--- config.mk ---
export PLATFORM = sky130hd
export DESIGN_NAME = a2d_scan_sched
export DESIGN_NICKNAME = d
export VERILOG_FILES = /design/src/rtl/a2d_scan_sched.sv
export SDC_FILE = /design/constraint.sdc
export NUM_CORES = 1
export LEC_CHECK = 0
export CORE_AREA = 2 2 88 90
export DETAILED_ROUTE_END_ITERATION = 10
export DIE_AREA = 0 0 90 92
export PLACE_DENSITY = 0.79
export REMOVE_ABC_BUFFERS = 1
export SLEW_MARGIN = 20
export SYNTH_ARGS = -nofsm -noshare
export SYNTH_HDL_FRONTEND = slang
export SYNTH_SLANG_ARGS = --single-unit
--- constraint.sdc ---
create_clock -name clk -period 2.3 [get_ports clk]
set_input_delay 0.23 -clock clk [delete_from_list [all_inputs] [get_ports clk]]
set_output_delay 0.23 -clock clk [all_outputs]
set_load 0.005 [all_outputs]
--- src/rtl/a2d_scan_sched.sv ---
// ---------------------------------------------------------------------------
// a2d_scan_sched
//
// Conversion scheduler in front of the SPI A2D interface. A period counter
// launches a round-robin scan of channels 0..NUM_CH-1 every SCAN_PERIOD
// clocks. Each result lands in a per-channel register. A single on-demand
// requester shares the converter, and its conversions are interleaved between
// scan slots.
//
// Parameters
//   NUM_CH       channels scanned (1..8); slot i converts channel i
//   SCAN_PERIOD  clocks between scan starts (>= 2)
//
// Ports
//   clk          system clock, all logic on posedge
//   rst_n        synchronous active-low reset
//   en           enables periodic scanning
//   strt_cnv     one-cycle conversion start pulse to the A2D interface
//   chnnl        channel of the current conversion
//   cnv_cmplt    conversion-done pulse from the A2D interface
//   res          A2D result, valid with cnv_cmplt
//   ch_data      scan results, channel i at [12*i+11:12*i]
//   scan_done    one-cycle pulse when a full scan has been stored
//   scan_ovr     sticky: a period elapsed while the previous scan was pending
//   req_vld      on-demand conversion request
//   req_chnnl    requested channel
//   req_gnt      one-cycle pulse when the request is issued
//   req_rsp_vld  one-cycle pulse when req_rsp is updated
//   req_rsp      on-demand result, held until the next response
//
// Build option
//   A2D_SCAN_INVERT_EN  when defined, every stored value is ~res
// ---------------------------------------------------------------------------
module a2d_scan_sched #(
    parameter int NUM_CH      = 4,
    parameter int SCAN_PERIOD = 50000
) (
    input  logic                  clk,
    input  logic                  rst_n,
    input  logic                  en,
    output logic                  strt_cnv,
    output logic [2:0]            chnnl,
    input  logic                  cnv_cmplt,
    input  logic [11:0]           res,
    output logic [12*NUM_CH-1:0]  ch_data,
    output logic                  scan_done,
    output logic                  scan_ovr,
    input  logic                  req_vld,
    input  logic [2:0]            req_chnnl,
    output logic                  req_gnt,
    output logic                  req_rsp_vld,
    output logic [11:0]           req_rsp
);

    localparam int             CW        = (SCAN_PERIOD > 1) ? $clog2(SCAN_PERIOD) : 1;
    localparam logic [CW-1:0]  CNT_LAST  = CW'(SCAN_PERIOD - 1);
    localparam logic [2:0]     SLOT_LAST = 3'(NUM_CH - 1);

    typedef enum logic [1:0] {
        IDLE  = 2'd0,
        ISSUE = 2'd1,
        BUSY  = 2'd2,
        CAPT  = 2'd3
    } state_t;

    state_t        state_q, state_d;
    logic [CW-1:0] cnt_q, cnt_d;
    logic [2:0]    slot_q, slot_d;
    logic          scan_pend_q, scan_pend_d;
    logic          last_req_q, last_req_d;
    logic          cur_req_q, cur_req_d;      // conversion in flight is a request
    logic          strt_cnv_q, strt_cnv_d;
    logic [2:0]    chnnl_q, chnnl_d;
    logic          scan_done_q, scan_done_d;
    logic          scan_ovr_q, scan_ovr_d;
    logic          req_gnt_q, req_gnt_d;
    logic          req_rsp_vld_q, req_rsp_vld_d;
    logic [11:0]   req_rsp_q, req_rsp_d;

    logic          wrap;
    logic          ch_we;                     // store scan result into slot_q
    logic          scan_clr;                  // last slot of the scan stored
    logic [11:0]   cnv_val;

`ifdef A2D_SCAN_INVERT_EN
    // Light line on dark background reads high.
    assign cnv_val = ~res;
`else
    assign cnv_val = res;
`endif

    always_comb begin
        state_d       = state_q;
        cnt_d         = cnt_q;
        slot_d        = slot_q;
        scan_pend_d   = scan_pend_q;
        last_req_d    = last_req_q;
        cur_req_d     = cur_req_q;
        strt_cnv_d    = 1'b0;
        chnnl_d       = chnnl_q;
        scan_done_d   = 1'b0;
        scan_ovr_d    = scan_ovr_q;
        req_gnt_d     = 1'b0;
        req_rsp_vld_d = 1'b0;
        req_rsp_d     = req_rsp_q;
        ch_we         = 1'b0;
        scan_clr      = 1'b0;

        wrap = en && (cnt_q == CNT_LAST);

        // Period counter
        if (!en || wrap) begin
            cnt_d = '0;
        end else begin
            cnt_d = cnt_q + CW'(1);
        end

        unique case (state_q)
            IDLE: begin
                // Scan wins when alone, or when the previous conversion was a
                // request; this caps requests at one per scan slot.
                if (scan_pend_q && (!req_vld || last_req_q)) begin
                    state_d    = ISSUE;
                    strt_cnv_d = 1'b1;
                    chnnl_d    = slot_q;
                    cur_req_d  = 1'b0;
                    last_req_d = 1'b0;
                end else if (req_vld) begin
                    state_d    = ISSUE;
                    strt_cnv_d = 1'b1;
                    chnnl_d    = req_chnnl;
                    req_gnt_d  = 1'b1;
                    cur_req_d  = 1'b1;
                    last_req_d = 1'b1;
                end
            end
            ISSUE: begin
                state_d = BUSY;
            end
            BUSY: begin
                if (cnv_cmplt) begin
                    state_d = CAPT;
                    if (cur_req_q) begin
                        req_rsp_d     = cnv_val;
                        req_rsp_vld_d = 1'b1;
                    end else begin
                        ch_we = 1'b1;
                        if (slot_q == SLOT_LAST) begin
                            scan_done_d = 1'b1;
                            scan_clr    = 1'b1;
                            slot_d      = '0;
                        end else begin
                            slot_d = slot_q + 3'd1;
                        end
                    end
                end
            end
            CAPT: begin
                state_d = IDLE;
            end
            default: begin
                state_d = IDLE;
            end
        endcase

        // Scan-pending bookkeeping. A wrap while a scan is still pending
        // drops the new scan and flags the overrun instead.
        if (scan_clr) begin
            scan_pend_d = 1'b0;
        end
        if (!en) begin
            scan_pend_d = 1'b0;
        end else if (wrap) begin
            if (scan_pend_q) begin
                scan_ovr_d = 1'b1;
            end else begin
                scan_pend_d = 1'b1;
                slot_d      = '0;
            end
        end
    end

    always_ff @(posedge clk) begin
        if (!rst_n) begin
            state_q       <= IDLE;
            cnt_q         <= '0;
            slot_q        <= '0;
            scan_pend_q   <= 1'b0;
            last_req_q    <= 1'b0;
            cur_req_q     <= 1'b0;
            strt_cnv_q    <= 1'b0;
            chnnl_q       <= '0;
            scan_done_q   <= 1'b0;
            scan_ovr_q    <= 1'b0;
            req_gnt_q     <= 1'b0;
            req_rsp_vld_q <= 1'b0;
            req_rsp_q     <= '0;
        end else begin
            state_q       <= state_d;
            cnt_q         <= cnt_d;
            slot_q        <= slot_d;
            scan_pend_q   <= scan_pend_d;
            last_req_q    <= last_req_d;
            cur_req_q     <= cur_req_d;
            strt_cnv_q    <= strt_cnv_d;
            chnnl_q       <= chnnl_d;
            scan_done_q   <= scan_done_d;
            scan_ovr_q    <= scan_ovr_d;
            req_gnt_q     <= req_gnt_d;
            req_rsp_vld_q <= req_rsp_vld_d;
            req_rsp_q     <= req_rsp_d;
        end
    end

    // Per-channel result registers
    generate
        for (genvar gi = 0; gi < NUM_CH; gi++) begin : g_ch
            logic [11:0] ch_q, ch_d;

            always_comb begin
                ch_d = ch_q;
                if (ch_we && (slot_q == 3'(gi))) begin
                    ch_d = cnv_val;
                end
            end

            always_ff @(posedge clk) begin
                if (!rst_n) begin
                    ch_q <= '0;
                end else begin
                    ch_q <= ch_d;
                end
            end

            assign ch_data[12*gi +: 12] = ch_q;
        end
    endgenerate

    assign strt_cnv    = strt_cnv_q;
    assign chnnl       = chnnl_q;
    assign scan_done   = scan_done_q;
    assign scan_ovr    = scan_ovr_q;
    assign req_gnt     = req_gnt_q;
    assign req_rsp_vld = req_rsp_vld_q;
    assign req_rsp     = req_rsp_q;

endmodule

# Word-level counts from Yosys, hierarchy flattened
# Cells that the tools add are included.
[word_totals]
reg_bits = 91
in_bits = 20
[op_classes]
n_addsub = 2
eq_ne = 9
mux = 28
n_bitwise = 2
reduce_logical = 22
[ops]
columns = ["operator", "count"]
rows = [
  ["$mux 3", 9],
  ["$add 16x1->16 const B", 1],
  ["$eq 16x16->1 const B", 1],
  ["$mux 1", 15],
  ["$reduce_and 3->1", 3],
  ["$pmux 2 s4", 1],
  ["$reduce_and 2->1", 4],
  ["$eq 3x2->1 const B", 2],
  ["$logic_and 1x1->1", 6],
  ["$mux 2", 3],
  ["$eq 2x2->1 const B", 2],
  ["$add 3x1->3 const B", 1],
  ["$eq 3x1->1 const B", 1],
  ["$logic_not 3->1", 1],
  ["$ne 3x3->1 const B", 1],
  ["$reduce_or 3->1", 1],
  ["$eq 2x1->1 const B", 1],
  ["$logic_not 1->1", 2],
  ["$logic_not 2->1", 1],
  ["$logic_or 1x1->1", 2],
  ["$ne 2x2->1 const B", 1],
  ["$not 1->1", 2],
  ["$reduce_bool 2->1", 1],
  ["$reduce_or 2->1", 1],
]

# Depth between registers and ports, before layout
# Gate-level depths: netlist of the first run.
[logic_depth]
word_depth = 8
mapped_depth = 8
mapped_depth_nobuf = 6

# Worst setup path after synthesis of the first run
# No wires, ideal clock.
[synth_timing]
kind = "reg-to-reg"
from = "register cnt_q[0]"
to = "register cnt_q[11]"
setup_ns = 0.115
t_arrival_ns = 1.559
path_slack_ns = 0.626
stages_incl_launch_ff = 8
path_buffers = 2
synth_period_minus_slack_ns = 1.674
cell_sequence = "dfxtp_1 ha_1 nand4_1 nor4_4 or2_1 buf_6 buf_6 nor2_1"
[synth_via]
elab_chain_len = 4
elab_cells_between_ends = 5
[synth_rtl]
columns = ["item", "line_no", "source"]
rows = [
  ["start, declared", "67", "logic [CW-1:0] cnt_q, cnt_d;"],
  ["start signal, assigned", "200", "cnt_q <= cnt_d;"],
  ["parallel branches: the longest is 4 deep, another holds $add 16x1->16", "n/a", ""],
]
# Several ways; the timed one is not identified.
# A chain may end at the register's enable or synchronous reset.

# Worst setup path after layout of the first run
[layout_timing]
from = "register state_q[0]"
to = "register scan_pend_q"
[layout_via]
elab_chain_len = 5
[layout_rtl]
columns = ["item", "line_no", "source"]
rows = [
  ["start, declared", "66", "state_t state_q, state_d;"],
  ["start signal, assigned", "199", "state_q <= state_d;"],
  ["$eq 2x2->1 *", "118", "unique case (state_q)"],
  ["$mux 1 *", "118", ""],
  ["$mux 1 *", "168", "if (scan_clr) begin"],
  ["$mux 1", "174", "if (scan_pend_q) begin"],
  ["$mux 1 *", "173", "end else if (wrap) begin"],
  ["end signal, assigned", "202", "scan_pend_q <= scan_pend_d;"],
  ["end, declared", "69", "logic scan_pend_q, scan_pend_d;"],
]
# Mark *: on every way between the ends. The rest lies on a longest branch, timed or not.

==> qor.csv, run 1 <==
stage,metric,value,unit
synth,synthesis.area,0.00353,mm^2
worst_setup_path,criticalPathCategory,reg -> reg,
global_route,gr-total-overflow,0,
synth,ys_ff_latch,91,
synth,synth-edff-count,0,
finish,final_cell_mix,"dfxtp_1, clkdlybuf4s50_1, nand2_1",
run_status,run_status,completed,
worst_setup_path,cp-start-kind,flop,
clock_tree,postCtsHoldBufs,0,
finish,fillers,648,
worst_setup_path,endpoint_kind,flop,
sta,grt_setup_unrepaired,false,
floorplanning,dieArea,0.00828,mm^2
worst_setup_path,critical_path.cell_chain,"inv_1, ha_1, nor4bb_4, buf_12, nand2_1, mux2i_1, nor2_1",
synth,yosys.area.top_type_share,51.7,%
synth,synth_area_leaders,"dfxtp_1, a21oi_1, nand2_1",
worst_setup_path,rr_worst_depth,7,
clock_tree,clk_pin_slew,0.08,ns
min_path,worstHoldEndpoint,req_rsp[8]$_SDFFE_PN0P_,
detailed_routing,drc,0,
power,pwr-share-seq,52.0,%
floorplanning,io_pins,88,
clock_tree,clock_latency,0.36,ns
synth,ys_types,33,
sta,relSlewSlack,62.5,%
synth,synthFlopType,dfxtp_1,
power,combPwrFrac,14.1,%
clock_tree,root_buffer,clkbuf_8,
sta,slew_violations,0,
power,irDropWorstVdd,0.477,mV
sta,fin_crit,2.06,ns
global_route,grt_pass1_vias,2972,
power,leakagePower,1.52,nW
worst_setup_path,required,2.56,ns
clock_tree,numCtsBuffers,9,
detailed_routing,via_per_inst,5.30,
global_route,grtUsageTotal,21.3,%
synth,avgSynthCellArea,8.39,um^2
sta,setup_violations,0,
floorplanning,core.rowCount,32,
worst_setup_path,max_stage_delay,0.37,ns
synth,ys_seq_area_share,51.7,%
sta,tightest_slew,0.563,ns
clock_tree,ctsResizeCount,0,
job,drv_cap,0,
finish,antenna_cells,0,
synth,synthCells,420,
finish,layout.nets,523,
synth,async_reset_ff_share,0,%
power,clockPowerShare,33.9,%
floorplanning,die_h,92,um
floorplanning,die_w,90,um
power,p_sw_share,27.0,%
placed_design,port-buffer-count,87,
detailed_routing,drtAntennaViolNets,0,
detailed_routing,routed_wl,8660,um
min_path,hold_path.class,reg -> reg,
worst_setup_path,critPathSlowestCell,nor4bb_4,
worst_setup_path,rrSetupSlack,0.24,ns
finish,area_growth,32.4,%
detailed_routing,drtIter0Drc,217,
global_route,antenna_found_initial,0,
sta,hold_violations,0,
global_route,grt_start_max_net_pins,53,
clock_tree,cts_tree,done,
finish,fin_cells,603,
placed_design,place.gp.congestion,0.822,
detailed_routing,vias,3195,
power,p_sw,876,uW
sta,max_freq,486,MHz
finish,final_common_cell,dfxtp_1,
min_path,hold_depth,2,
clock_tree,cts_sinks,91,
power,cellInternalPower,2.37,mW
floorplanning,core_area,0.00745,mm^2
worst_setup_path,critPathArrivalTime,2.31,ns
clock_tree,cts_setup_buffers,0,
worst_setup_path,r2r_start,state_q[0]$_SDFFE_PN0P_,
floorplanning,start_util,47.3,%
clock_tree,max-clock-path-buffers,2,
worst_setup_path,cp_max_fo,52,
power,powerDensity,695,mW/mm^2
min_path,min-delay-start,req_rsp[8]$_SDFFE_PN0P_,
placed_design,dp.cells,587,
detailed_routing,wl_per_cell,14.4,um
global_route,grt_pass1_wl,14300,um
sta,post-route-period-util,89.5,%
synth,yosys_warnings,0,
worst_setup_path,worst_r2r_endpoint,scan_pend_q$_SDFF_PN0_,
synth,yosysTopAreaCell,dfxtp_1,
placed_design,hpwl,6190,um
detailed_routing,dr.pass1.iters,4,
power,power.total,3.24,mW
sta,finalClockSkew,0.00895,ns
finish,drive_gt1_share,4.99,%
clock_tree,htree_levels,3,
## stage by stage
stage / setup WS [ns] / hold WS (ns) / util (%) / area, um^2 / setup TNS [ns]
after floorplan: -3.60 / 0.360 / - / 3400 / -178.11
after global placement: 0.298 / 0.442 / 60.0 / 4470 / 0
after detailed placement: 0.214 / 0.446 / 60.0 / 4470 / 0
after CTS: 0.255 / 0.458 / 62.7 / 4670 / 0
after global routing: 0.0341 / 0.483 / 62.7 / 4670 / 0
final: 0.242 / 0.457 / 62.7 / 4670 / 0
## power groups by stage
stage | clock network (mW) | registers (mW) | logic [mW]
after floorplan | 0 | 1.72 | 0.237
after global placement | 0 | 1.72 | 0.443
after detailed placement | 0 | 1.73 | 0.455
after CTS | 1.12 | 1.69 | 0.457
after global routing | 1.17 | 1.70 | 0.503
final | 1.10 | 1.69 | 0.456
## area by class of cell
class	count	area, um^2	share of cell area [%]
Multi-Input combinational cell	292	1560	33.4
Clock inverter	6	71.3	1.53
Clock buffer	10	128	2.73
Sequential cell	91	1820	39.0
Timing Repair Buffer	92	921	19.7
Tap cell	102	128	2.73
Inverter	10	37.5	0.804
## worst max-delay path, delay by kind of cell, from the launching register on
family,cells,cell delay [ns]
fa+ha+maj,1,0.25
buf+inv,2,0.35
flops,1,0.32
mux,1,0.27
simple gates,3,0.76
## synthesized netlist by cell type, drive strengths merged, types with 2 or more instances
library cell  count
mux2i             5
clkbuf           21
o21ai             2
nor2             29
nor3              2
a21oi            63
nand3            56
nor4              5
and3              2
xnor2            11
nand2            82
ha                7
xor2              4
nand4             6
a211oi            5
inv               9
dfxtp            91
nor2b             2
buf               6
## flip-flops by register name (all words and copies together) (netlist names)
name / cells
g_ch.ch_q: 48
cnt_q: 16
req_rsp: 12
chnnl: 3
slot_q: 3
state_q: 2
cur_req_q: 1
req_gnt: 1
req_rsp_vld: 1
scan_done: 1
scan_ovr: 1
scan_pend_q: 1
strt_cnv: 1
## per-layer routing
| layer | vias to the layer above | share of wire, % | track usage [%] |
|---|---|---|---|
| li1 | 1581 | - | - |
| met1 | 1492 | 45 | 27.7 |
| met2 | 110 | 48 | 34.8 |
| met3 | 12 | 5.5 | 3.70 |
| met4 | 0 | 1.9 | 9.74 |
| met5 | - | 0 | 0 |
## worst max-delay path by stage
stage                            startpoint                     end  slack, ns  cells after the start
finish              state_q[0]$_SDFFE_PN0P_  scan_pend_q$_SDFF_PN0_       0.24                      7
global route        state_q[0]$_SDFFE_PN0P_  scan_pend_q$_SDFF_PN0_       0.03                      7
CTS                 state_q[0]$_SDFFE_PN0P_  scan_pend_q$_SDFF_PN0_       0.26                      7
detailed placement                cnv_cmplt  scan_pend_q$_SDFF_PN0_       0.21                      6
global placement                  cnv_cmplt  scan_pend_q$_SDFF_PN0_       0.30                      6
floorplan           state_q[0]$_SDFFE_PN0P_  scan_pend_q$_SDFF_PN0_      -3.60                      6
## cells by family after synthesis
group,share of synthesized area [%]
fa+ha+maj,2.48
mux,1.42
compound gates,11.3
flops,51.7
buf+inv,4.51
simple gates,24.9
xor+xnor,3.73
Note: power is estimated with default switching activity, not from simulation.
==> run 2, diff against run 1 <==
- MAX_ROUTING_LAYER: unset -> met4
==> run 2 against run 1 <==
Net effect:
- combinational power up 0.9%
- routed wire length grew 0.36%
- total power grew 1.1%
- clock power is essentially flat
- non-clock buffer count stayed put
- utilization is 0.10 points higher
- largest power group unchanged
- highest routed layer unchanged
==> qor.csv, run 2 (same netlist as run 1, synthesis figures left out) <==
stage,metric,value,unit
detailed_routing,drc,0,
finish,antenna_cells,0,
clock_tree,postCtsHoldBufs,0,
floorplanning,core.rowCount,32,
worst_setup_path,endpoint_kind,flop,
clock_tree,max-clock-path-buffers,2,
worst_setup_path,criticalPathCategory,reg -> reg,
power,irDropWorstVdd,0.437,mV
worst_setup_path,critPathSlowestCell,nor4bb_4,
clock_tree,root_buffer,clkbuf_8,
sta,grt_setup_unrepaired,false,
floorplanning,die_h,92,um
global_route,grtUsageTotal,21.5,%
floorplanning,start_util,47.3,%
sta,finalClockSkew,0.0135,ns
sta,fin_crit,2.09,ns
clock_tree,htree_levels,3,
detailed_routing,drtIter0Drc,188,
floorplanning,die_w,90,um
finish,area_growth,32.6,%
clock_tree,numCtsBuffers,9,
worst_setup_path,crit_top_cell,nand2_1,
worst_setup_path,cp_max_fo,52,
finish,fillers,647,
global_route,grt_pass1_wl,14000,um
finish,final_cell_mix,"dfxtp_1, clkdlybuf4s50_1, nand2_1",
worst_setup_path,critPathArrivalTime,2.33,ns
sta,setup_violations,0,
global_route,gr-total-overflow,0,
sta,tightest_slew,0.542,ns
finish,final_common_cell,dfxtp_1,
clock_tree,clk_pin_slew,0.09,ns
floorplanning,dieArea,0.00828,mm^2
run_status,run_status,completed,
worst_setup_path,required,2.54,ns
worst_setup_path,startpoint,state_q[0]$_SDFFE_PN0P_,
placed_design,place.gp.congestion,0.834,
detailed_routing,wl_per_cell,14.4,um
min_path,min-delay-start,g_ch[2].ch_q[10]$_SDFFE_PN0P_,
sta,slew_violations,0,
sta,hold_violations,0,
finish,layout.nets,523,
detailed_routing,via_per_inst,5.25,
placed_design,pre_cts_slack,0.198,ns
worst_setup_path,r2r_start,state_q[0]$_SDFFE_PN0P_,
clock_tree,cts_setup_buffers,0,
worst_setup_path,cp-start-kind,flop,
finish,drive_gt1_share,5.19,%
worst_setup_path,max_stage_delay,0.39,ns
floorplanning,io_pins,88,
worst_setup_path,critical_path.cell_chain,"inv_1, ha_1, nor4bb_4, buf_12, nand2_1, nand2_1, a21oi_1",
clock_tree,cts_tree,done,
clock_tree,clock_latency,0.37,ns
worst_setup_path,rrSetupSlack,0.21,ns
job,drv_cap,0,
sta,post-route-period-util,90.8,%
floorplanning,core_area,0.00745,mm^2
min_path,hold_path.class,reg -> reg,
power,power.total,3.28,mW
global_route,grt_start_max_net_pins,53,
detailed_routing,drtAntennaViolNets,0,
sta,relSlewSlack,63.5,%
sta,timing.hold.ws,0.456,ns
global_route,grt_pass1_vias,2924,
power,leakagePower,1.53,nW
clock_tree,cts_sinks,91,
finish,fin_util,62.8,%
sta,max_freq,479,MHz
placed_design,port-buffer-count,87,
clock_tree,ctsResizeCount,0,
power,powerDensity,701,mW/mm^2
finish,largest_reg_flops,48,
detailed_routing,routed_wl,8690,um
global_route,antenna_found_initial,0,
placed_design,hpwl,6080,um
finish,top_register,g_ch.ch_q,
detailed_routing,dr.pass1.iters,6,
detailed_routing,vias,3167,
sta,worst_slack,0.212,ns
[run 2: cell count changes in the layout (fill, tap and decap cells not counted)]
| cell | delta |
|---|---|
| clkinv_2 | +1 |
| clkinvlp_4 | -1 |
| inv_6 | -1 |
| inv_8 | +2 |
| clkbuf_1 | -1 |
[run 2: final timing paths]
check	endpoint	cells past startpoint
setup / recovery	g_ch[3].ch_q[2]$_SDFFE_PN0P_	7
setup reg to reg	g_ch[3].ch_q[2]$_SDFFE_PN0P_	7
hold / removal	g_ch[2].ch_q[10]$_SDFFE_PN0P_	2
hold reg to reg	g_ch[2].ch_q[10]$_SDFFE_PN0P_	2
[run 2: critical path: cells and delay by family (launching register included)]
kind                       cells  cell delay [ns]
and+or+nand+nor                3             0.95
DFF                            1             0.32
buffers and inverters          2             0.35
AOI/OAI and AO/OA              1             0.08
adders and majority gates      1             0.27
[run 2: cell type report]
type	instances	area, um^2	area share [%]
clock buffers	9	124	2.65
repair buffers	92	921	19.7
flip-flops and latches	91	1820	39.0
inverters	10	37.5	0.803
clock inverters	7	82.6	1.77
well taps	102	128	2.73
multi-input cells	292	1560	33.4
[run 2: power breakdown]
part,switching [mW],internal (mW),total (mW),leakage (nW)
Clock,0.606,0.523,1.13,0.104
Sequential,0.0480,1.64,1.69,0.735
Combinational,0.246,0.214,0.460,0.692
[run 2: per-stage QoR]
stage                     TNS, ns  std cells  cell area (um^2)
final                           0        603              4670
after global routing            0        603              4670
after CTS                       0        603              4670
after detailed placement        0        587              4470
after global placement          0        587              4470
after floorplan           -178.11        393              3400
[run 2: metal layers]
metal | global-route usage, % | wire length, um
met1 | 27.5 | 3890
met5 | - | 0
met2 | 33.8 | 4060
met3 | 4.60 | 572
met4 | 8.33 | 162
